**config.mk**
```make
export PLATFORM = sky130hd
export DESIGN_NAME = muldiv_iter
export DESIGN_NICKNAME = d
export VERILOG_FILES = /design/src/rtl/muldiv_iter.sv
export SDC_FILE = /design/constraint.sdc
export NUM_CORES = 1
export LEC_CHECK = 0
export ABC_AREA = 1
export ABC_CLOCK_PERIOD_IN_PS = 7400
export BUFFER_PORTS_ARGS = -buffer_cell sky130_fd_sc_hd__buf_2
export CAP_MARGIN = 20
export CORE_ASPECT_RATIO = 2
export CORE_MARGIN = 1
export CORE_UTILIZATION = 50
export DETAILED_ROUTE_END_ITERATION = 8
export MAX_ROUTING_LAYER = met4
export PLACE_DENSITY = 0.71
export SLEW_MARGIN = 20
export SYNTH_ARGS = -nofsm -noshare
export SYNTH_HDL_FRONTEND = slang
export SYNTH_SLANG_ARGS = --single-unit
```
**constraint.sdc**
```tcl
create_clock -name clk -period 7.4 [get_ports clk]
set_input_delay 0.74 -clock clk [delete_from_list [all_inputs] [get_ports clk]]
set_output_delay 0.74 -clock clk [all_outputs]
set_load 0.05 [all_outputs]
```
**src/rtl/muldiv_iter.sv**
```systemverilog
// muldiv_iter: iterative RV32M multiply/divide unit.
//   One radix-2 step per CALC cycle: shift-add multiply (2*DATA_WIDTH-bit
//   product) or restoring shift-subtract divide, DATA_WIDTH cycles per op.
//   Optional macro MULDIV_EARLY_OUT_EN: divide-by-zero and signed overflow
//   (most-negative / -1) finish at acceptance and skip CALC entirely.
// Ports:
//   clk    - single clock, rising edge
//   rst    - synchronous active-high reset, aborts any operation
//   start  - request; accepted in IDLE or DONE only
//   op     - RV32M funct3 (MUL, MULH, MULHSU, MULHU, DIV, DIVU, REM, REMU)
//   a, b   - rs1 / rs2 operands, captured at acceptance
//   result - registered result, held until the next operation completes
//   busy   - high while iterating (CALC)
//   done   - one-cycle pulse in DONE
module muldiv_iter #(
    parameter int DATA_WIDTH = 32
) (
    input  logic                  clk,
    input  logic                  rst,
    input  logic                  start,
    input  logic [2:0]            op,
    input  logic [DATA_WIDTH-1:0] a,
    input  logic [DATA_WIDTH-1:0] b,
    output logic [DATA_WIDTH-1:0] result,
    output logic                  busy,
    output logic                  done
);

    localparam int W  = DATA_WIDTH;
    localparam int CW = $clog2(DATA_WIDTH);

    typedef enum logic [1:0] {
        S_IDLE,
        S_CALC,
        S_DONE
    } state_e;

    typedef enum logic [2:0] {
        OP_MUL    = 3'b000,
        OP_MULH   = 3'b001,
        OP_MULHSU = 3'b010,
        OP_MULHU  = 3'b011,
        OP_DIV    = 3'b100,
        OP_DIVU   = 3'b101,
        OP_REM    = 3'b110,
        OP_REMU   = 3'b111
    } op_e;

    state_e         state, state_next;
    op_e            op_in, op_r;
    logic [CW-1:0]  cnt;
    logic [W-1:0]   mag_a, mag_b;
    logic           neg_q, neg_r, div0;
    logic [W-1:0]   acc_hi, acc_lo;

    logic           accept, last, early;
    logic           sign_a_in, sign_b_in, div0_in;
    logic [W-1:0]   mag_a_in, mag_b_in;

    logic           is_div;
    logic [W:0]     mul_sum, div_shift, div_diff;
    logic           div_ok;
    logic [W-1:0]   next_hi, next_lo;
    logic [2*W-1:0] prod, prod_fix;
    logic [W-1:0]   quot_fix, rem_fix, final_res;

`ifdef MULDIV_EARLY_OUT_EN
    localparam logic [W-1:0] MIN_VAL = {1'b1, {(W-1){1'b0}}};
    logic           ovf_in;
    logic [W-1:0]   special_res;
`endif

    // ---------------- acceptance-side decode ----------------
    always_comb begin
        op_in     = op_e'(op);
        accept    = start && (state == S_IDLE || state == S_DONE);
        sign_a_in = (op_in inside {OP_MULH, OP_MULHSU, OP_DIV, OP_REM}) && a[W-1];
        sign_b_in = (op_in inside {OP_MULH, OP_DIV, OP_REM}) && b[W-1];
        mag_a_in  = sign_a_in ? -a : a;
        mag_b_in  = sign_b_in ? -b : b;
        div0_in   = op[2] && (b == '0);
`ifdef MULDIV_EARLY_OUT_EN
        ovf_in      = (op_in inside {OP_DIV, OP_REM}) && (a == MIN_VAL) && (b == '1);
        early       = div0_in || ovf_in;
        // op[1] separates REM/REMU from DIV/DIVU
        special_res = op[1] ? (div0_in ? a : '0) : (div0_in ? '1 : a);
`else
        early       = 1'b0;
`endif
    end

    // ---------------- one iteration step ----------------
    always_comb begin
        is_div    = op_r inside {OP_DIV, OP_DIVU, OP_REM, OP_REMU};
        last      = (cnt == CW'(W - 1));
        // multiply: acc_lo holds the multiplier, shifted out LSB first
        mul_sum   = {1'b0, acc_hi} + (acc_lo[0] ? {1'b0, mag_a} : '0);
        // divide: acc_hi is the partial remainder, acc_lo dividend/quotient
        div_shift = {acc_hi, acc_lo[W-1]};
        div_diff  = div_shift - {1'b0, mag_b};
        div_ok    = !div_diff[W];
        if (is_div) begin
            next_hi = div_ok ? div_diff[W-1:0] : div_shift[W-1:0];
            next_lo = {acc_lo[W-2:0], div_ok};
        end else begin
            next_hi = mul_sum[W:1];
            next_lo = {mul_sum[0], acc_lo[W-1:1]};
        end
    end

    // ---------------- sign correction and result select ----------------
    // Applied to the final step's combinational values so the result is
    // written on the same edge as the last iteration.
    always_comb begin
        prod     = {next_hi, next_lo};
        prod_fix = neg_q ? -prod : prod;
        quot_fix = div0 ? '1 : (neg_q ? -next_lo : next_lo);
        rem_fix  = div0 ? (neg_r ? -mag_a : mag_a) : (neg_r ? -next_hi : next_hi);
        unique case (op_r)
            OP_MUL:                       final_res = prod_fix[W-1:0];
            OP_MULH, OP_MULHSU, OP_MULHU: final_res = prod_fix[2*W-1:W];
            OP_DIV, OP_DIVU:              final_res = quot_fix;
            default:                      final_res = rem_fix;
        endcase
    end

    // ---------------- FSM ----------------
    always_ff @(posedge clk) begin
        if (rst) state <= S_IDLE;
        else     state <= state_next;
    end

    always_comb begin
        state_next = state;
        unique case (state)
            S_IDLE: if (accept) state_next = early ? S_DONE : S_CALC;
            S_CALC: if (last)   state_next = S_DONE;
            S_DONE: begin
                if (accept) state_next = early ? S_DONE : S_CALC;
                else        state_next = S_IDLE;
            end
            default: state_next = S_IDLE;
        endcase
    end

    always_comb begin
        busy = (state == S_CALC);
        done = (state == S_DONE);
    end

    // ---------------- datapath registers ----------------
    always_ff @(posedge clk) begin
        if (rst) begin
            op_r   <= OP_MUL;
            cnt    <= '0;
            mag_a  <= '0;
            mag_b  <= '0;
            neg_q  <= 1'b0;
            neg_r  <= 1'b0;
            div0   <= 1'b0;
            acc_hi <= '0;
            acc_lo <= '0;
            result <= '0;
        end else if (accept) begin
            op_r   <= op_in;
            cnt    <= '0;
            mag_a  <= mag_a_in;
            mag_b  <= mag_b_in;
            neg_q  <= sign_a_in ^ sign_b_in;
            neg_r  <= sign_a_in;
            div0   <= div0_in;
            acc_hi <= '0;
            acc_lo <= op[2] ? mag_a_in : mag_b_in;
`ifdef MULDIV_EARLY_OUT_EN
            if (early) result <= special_res;
`endif
        end else if (state == S_CALC) begin
            acc_hi <= next_hi;
            acc_lo <= next_lo;
            cnt    <= cnt + CW'(1);
            if (last) result <= final_res;
        end
    end

endmodule

```
==> metrics.txt, run 1 <==
Net Count, Synth around 3,400; Avg Cell Area, Syn between 5 and 6 sq um; chip height approximately 270 um; Routability Congestion between 1 and 1.5; Failed at global routing (5_1_grt); Yosys cell types between 50 and 60; hold bufs inserted after CTS 0; largest net degree at the start of global routing around 70; Longest Clk Path Bufs 2; FF+latch count, synth approximately 170; Root Driver clkbuf_16; H-tree depth 4; gr ovfl total 11; post-synthesis cell count approximately 3,300; number of synthesized flops with an enable pin 0; Post CTS Setup Buffer Count 0; port buffer count approximately 100; GRT Total Usage ~57%; warnings from Yosys 0; Post-CTS Resized 0; Post-synth ARST share 0%; vias in the first global route around 24,000; sequential fraction of the synthesis area between 10% and 20%; dpl ws 2.67 ns; ys flop type dfxtp_1; Ports 104; CTS sink count roughly 170; status aborted with a tool error; Num CTS Buffers 17; first-pass GRT wire length between 150 and 200 mm; Die W between 100 and 150 um; Initial Util 51.1%; HPWL Detailed between 70 and 80 mm; first error in the log [ERROR GRT-0116] Global routing finished with congestion. Check the congestion regions in the DRC Viewer.; Post-Syn Area 18,300 sq um; FP Rows 98
==> routing by layer <==
layer | GRT overflow | global-route usage (%)
met5 | - | -
met4 | 7 | 61.1
met3 | 0 | 20.6
met2 | 4 | 82.2
met1 | 0 | 57.2
==> cells by family after synthesis <==
family                   Yosys count  synth area share, %
AND/OR/NAND/NOR                 1686                 39.6
buffers and inverters            626                 13.3
adder cells (fa/ha/maj)           73                 5.06
flip-flops                       173                 18.9
XOR/XNOR                          79                 3.77
AO/OA/AOI/OAI                    627                 19.4
==> Yosys cell counts, drive strengths merged (2+ instances only) <==
master	number	area (sq um)
a41oi	2	17.5
fa	2	40.0
o21a	2	15.0
a21oi	205	1040
nand4	22	138
a221oi	7	61.3
clkbuf	80	300
o41ai	3	26.3
o311ai	2	17.5
dfxtp	173	3460
nor4	10	62.6
a211oi	2	15.0
o31ai	10	75.1
or2	11	68.8
a31oi	20	125
nand3b	23	173
o221ai	22	193
nand2	937	3660
o211ai	32	240
nor3	44	246
o21ai	258	1310
o22ai	40	250
a21o	4	30.0
nor2	346	1390
xor2	51	447
o21bai	12	93.8
buf	34	213
ha	71	888
nand3	289	1500
inv	504	1890
xnor2	28	245
a22oi	4	30.0
or3	2	12.5
clkinv	8	30.0
==> stage by stage <==
stage          area [sq um]  cells  utilization (%)
4_1_cts               19800   3767             55.0
2_1_floorplan         18300   3264                -
3_3_place_gp          19200   3735             53.4
3_5_place_dp          19200   3735             53.4
==> run 2, diff against run 1 <==
--- a/config.mk
+++ b/config.mk
@@ -9,12 +9,10 @@
 export ABC_CLOCK_PERIOD_IN_PS = 7400
 export BUFFER_PORTS_ARGS = -buffer_cell sky130_fd_sc_hd__buf_2
 export CAP_MARGIN = 20
-export CORE_ASPECT_RATIO = 2
 export CORE_MARGIN = 1
-export CORE_UTILIZATION = 50
+export CORE_UTILIZATION = 35
 export DETAILED_ROUTE_END_ITERATION = 8
-export MAX_ROUTING_LAYER = met4
-export PLACE_DENSITY = 0.71
+export PLACE_DENSITY_LB_ADDON = 0.15
 export SLEW_MARGIN = 20
 export SYNTH_ARGS = -nofsm -noshare
 export SYNTH_HDL_FRONTEND = slang
==> metrics.txt, run 2 <==
most used cell, CP nand2_1; area leader, netlist dfxtp_1; Ports 104; CP Capture Type flip-flop; worst-path maximum fanout 36; clock latency on the worst-skew pair roughly 0.51 ns; Die W between 200 and 250 um; MaxCap Viol Count 0; switching share of power between 50% and 60%; H-tree depth 4; CP max-delay cell fa_1; RR Startpoint acc_lo[31]; Post-synth ARST share 0%; number of synthesized flops with an enable pin 0; antenna violations before repair 2; WL final roughly 89 mm; worst vdd ir roughly 0.15 mV; top post-synthesis cells by area dfxtp_1 19%, nand2_1 18%, inv_1 10%, nand3_1 7.6%, nor2_1 6.5%; Avg Cell Area, Syn around 5.6 sq um; Max Fclk slightly above 200 MHz; Rel. slew slack 32.3%; total length of routed met3 wires slightly above 8 mm; CP startpoint kind flip-flop; hold bufs inserted after CTS 0; Yosys cell types a little under 60; R2R depth 32; Arr. time, crit path about 5.3 ns; crit-path max cell delay between 0.4 and 0.5 ns; area delta synth->final 8.98%; Antenna Nets Post-Route 0; Post-Route M1 WL 37.8 mm; chip height ~230 um; setup_tns 0 ns; CP Launch Point acc_lo[31]; warnings from Yosys 0; via count roughly 22,000; First-pass DRT Iterations 9; clock period minus worst slack roughly 5 ns; post-synthesis cell count roughly 3,300; ys flop type dfxtp_1; fill count roughly 5,800; Critical R2R Capture result[30]; crit path to result[30]; largest net degree at the start of global routing between 80 and 90; Routability Congestion roughly 1.1; WL/cell 22.4 um; gr ovfl total 0; Internal 2.09 mW; crit share post-route about two thirds; Post-Syn Area about 18,000 sq um; Longest Clk Path Bufs 2; Setup Skew approximately 0.021 ns; Clk pwr share a little over a fifth; CTS sink count around 170; share of cells above drive strength 1 ~8.2%; first-pass GRT wire length roughly 130 mm; Min-Delay Path Class flip-flop to flip-flop; Net Count, Synth roughly 3,400; CP Class flip-flop to flip-flop; Root Driver clkbuf_16; FF+latch count, synth 173; core area approximately 52,000 sq um; Pins Over Slew Limit 0; Num CTS Buffers 17; status completed; Final Total Pwr roughly 4.3 mW; worst path required time ~7.8 ns; part of the power in combinational logic a little over half; switching pwr roughly 2.2 mW; Final setup violation count 0; reg2reg setup slack about 2.5 ns; Post-CTS Resized 0; pwr dens between 200 and 250 nW/um^2; RSZ-0062 raised after global routing no; # nets final ~3,400; HPWL Detailed around 73 mm; die area 53,300 sq um; Initial Util roughly 36%; vias per inst roughly 5.6; top cells by count, synth 898 x nand2_1, 499 x inv_1, 320 x nor2_1; wire length on met2 38.5 mm; Worst-Margin Slew 1.01 ns; Post CTS Setup Buffer Count 0; commonest cells after routing, fill and taps aside 898 x nand2_1, 499 x inv_1, 317 x nor2_1; DRT iter0 DRCs between 2,000 and 3,000; sequential power share about a quarter; DR top layer met4; Clk pin slew, worst setup/hold paths 0.07 ns; FP Rows 83; GRT Total Usage around 33%; CTS tree done; most instantiated library cell after synthesis nand2_1; sequential fraction of the synthesis area approximately a fifth; number of remaining DRC errors 0; Leak roughly 10 nW; vias in the first global route between 20,000 and 25,000; port buffer count roughly 100; final hold violations 0; Synth top area share 18.9%; most common cell after layout, fill and taps aside nand2_1
## run 2: worst min path at each step
stage | from | end | slack [ns] | cells past startpoint
3_5_place_dp | result[18] | result[18] | 0.45 | 2
6_report | result[18] | result[18] | 0.46 | 2
2_1_floorplan | op_r[0] | op_r[0] | 0.43 | 2
3_3_place_gp | cnt[4] | cnt[4] | 0.45 | 2
5_1_grt | b[30] | div0 | 0.47 | 2
4_1_cts | b[30] | div0 | 0.46 | 2
## run 2: area by class of cell
cell class | instances | area [sq um] | share of cell area [%]
multi-input combinational | 2465 | 12500 | 62.4
timing repair buffer | 130 | 716 | 3.58
inverter | 512 | 1920 | 9.62
tap | 680 | 851 | 4.26
sequential | 173 | 3470 | 17.4
antenna | 3 | 7.51 | 0.0376
clock buffer | 21 | 450 | 2.25
clock inverter | 11 | 109 | 0.544
## run 2: critical path: cells and delay by family, from the launching register on
| kind | cells | cell delay, ns |
|---|---|---|
| and+or+nand+nor | 23 | 2.90 |
| adders and majority gates | 3 | 0.81 |
| buffers and inverters | 4 | 0.34 |
| AOI/OAI and AO/OA | 2 | 0.39 |
| DFF | 1 | 0.34 |
## run 2: power groups by stage
stage          registers [mW]  logic, mW  clock network, mW
6_report                 1.08       2.27              0.934
4_1_cts                  1.08       2.20              0.945
2_1_floorplan            1.06       1.53                  0
3_5_place_dp             1.10       2.19                  0
3_3_place_gp             1.10       2.19                  0
5_1_grt                  1.09       2.46              0.981
## run 2: cell families (layout without fill, tap and decap cells)
logic type | after synthesis | count (layout) | share of synthesized area [%]
flops | 173 | 173 | 18.9
buf+inv | 626 | 674 | 13.3
fa+ha+maj | 73 | 73 | 5.06
simple gates | 1686 | 1686 | 39.6
other cells | 0 | 3 | 0
xor+xnor | 79 | 79 | 3.77
compound gates | 627 | 627 | 19.4
## run 2: per-layer routing
| layer | up-vias | global-route usage (%) |
|---|---|---|
| met5 | - | 0 |
| met3 | 182 | 6.23 |
| li1 | 10700 | - |
| met4 | 0 | 17.7 |
| met2 | 1098 | 50.9 |
| met1 | 10300 | 44.0 |
## run 2: stage by stage
step	hold WS, ns	instances	utilization, %	cell area, sq um	setup WS (ns)
2_1_floorplan	0.429	3264	-	18300	3.67
3_3_place_gp	0.453	3959	37.7	19400	2.68
3_5_place_dp	0.452	3959	37.7	19400	2.55
4_1_cts	0.461	3991	38.8	20000	2.54
5_1_grt	0.473	3992	38.8	20000	2.10
6_report	0.464	3995	38.8	20000	2.48
Note: power is estimated with default switching activity, not from simulation.
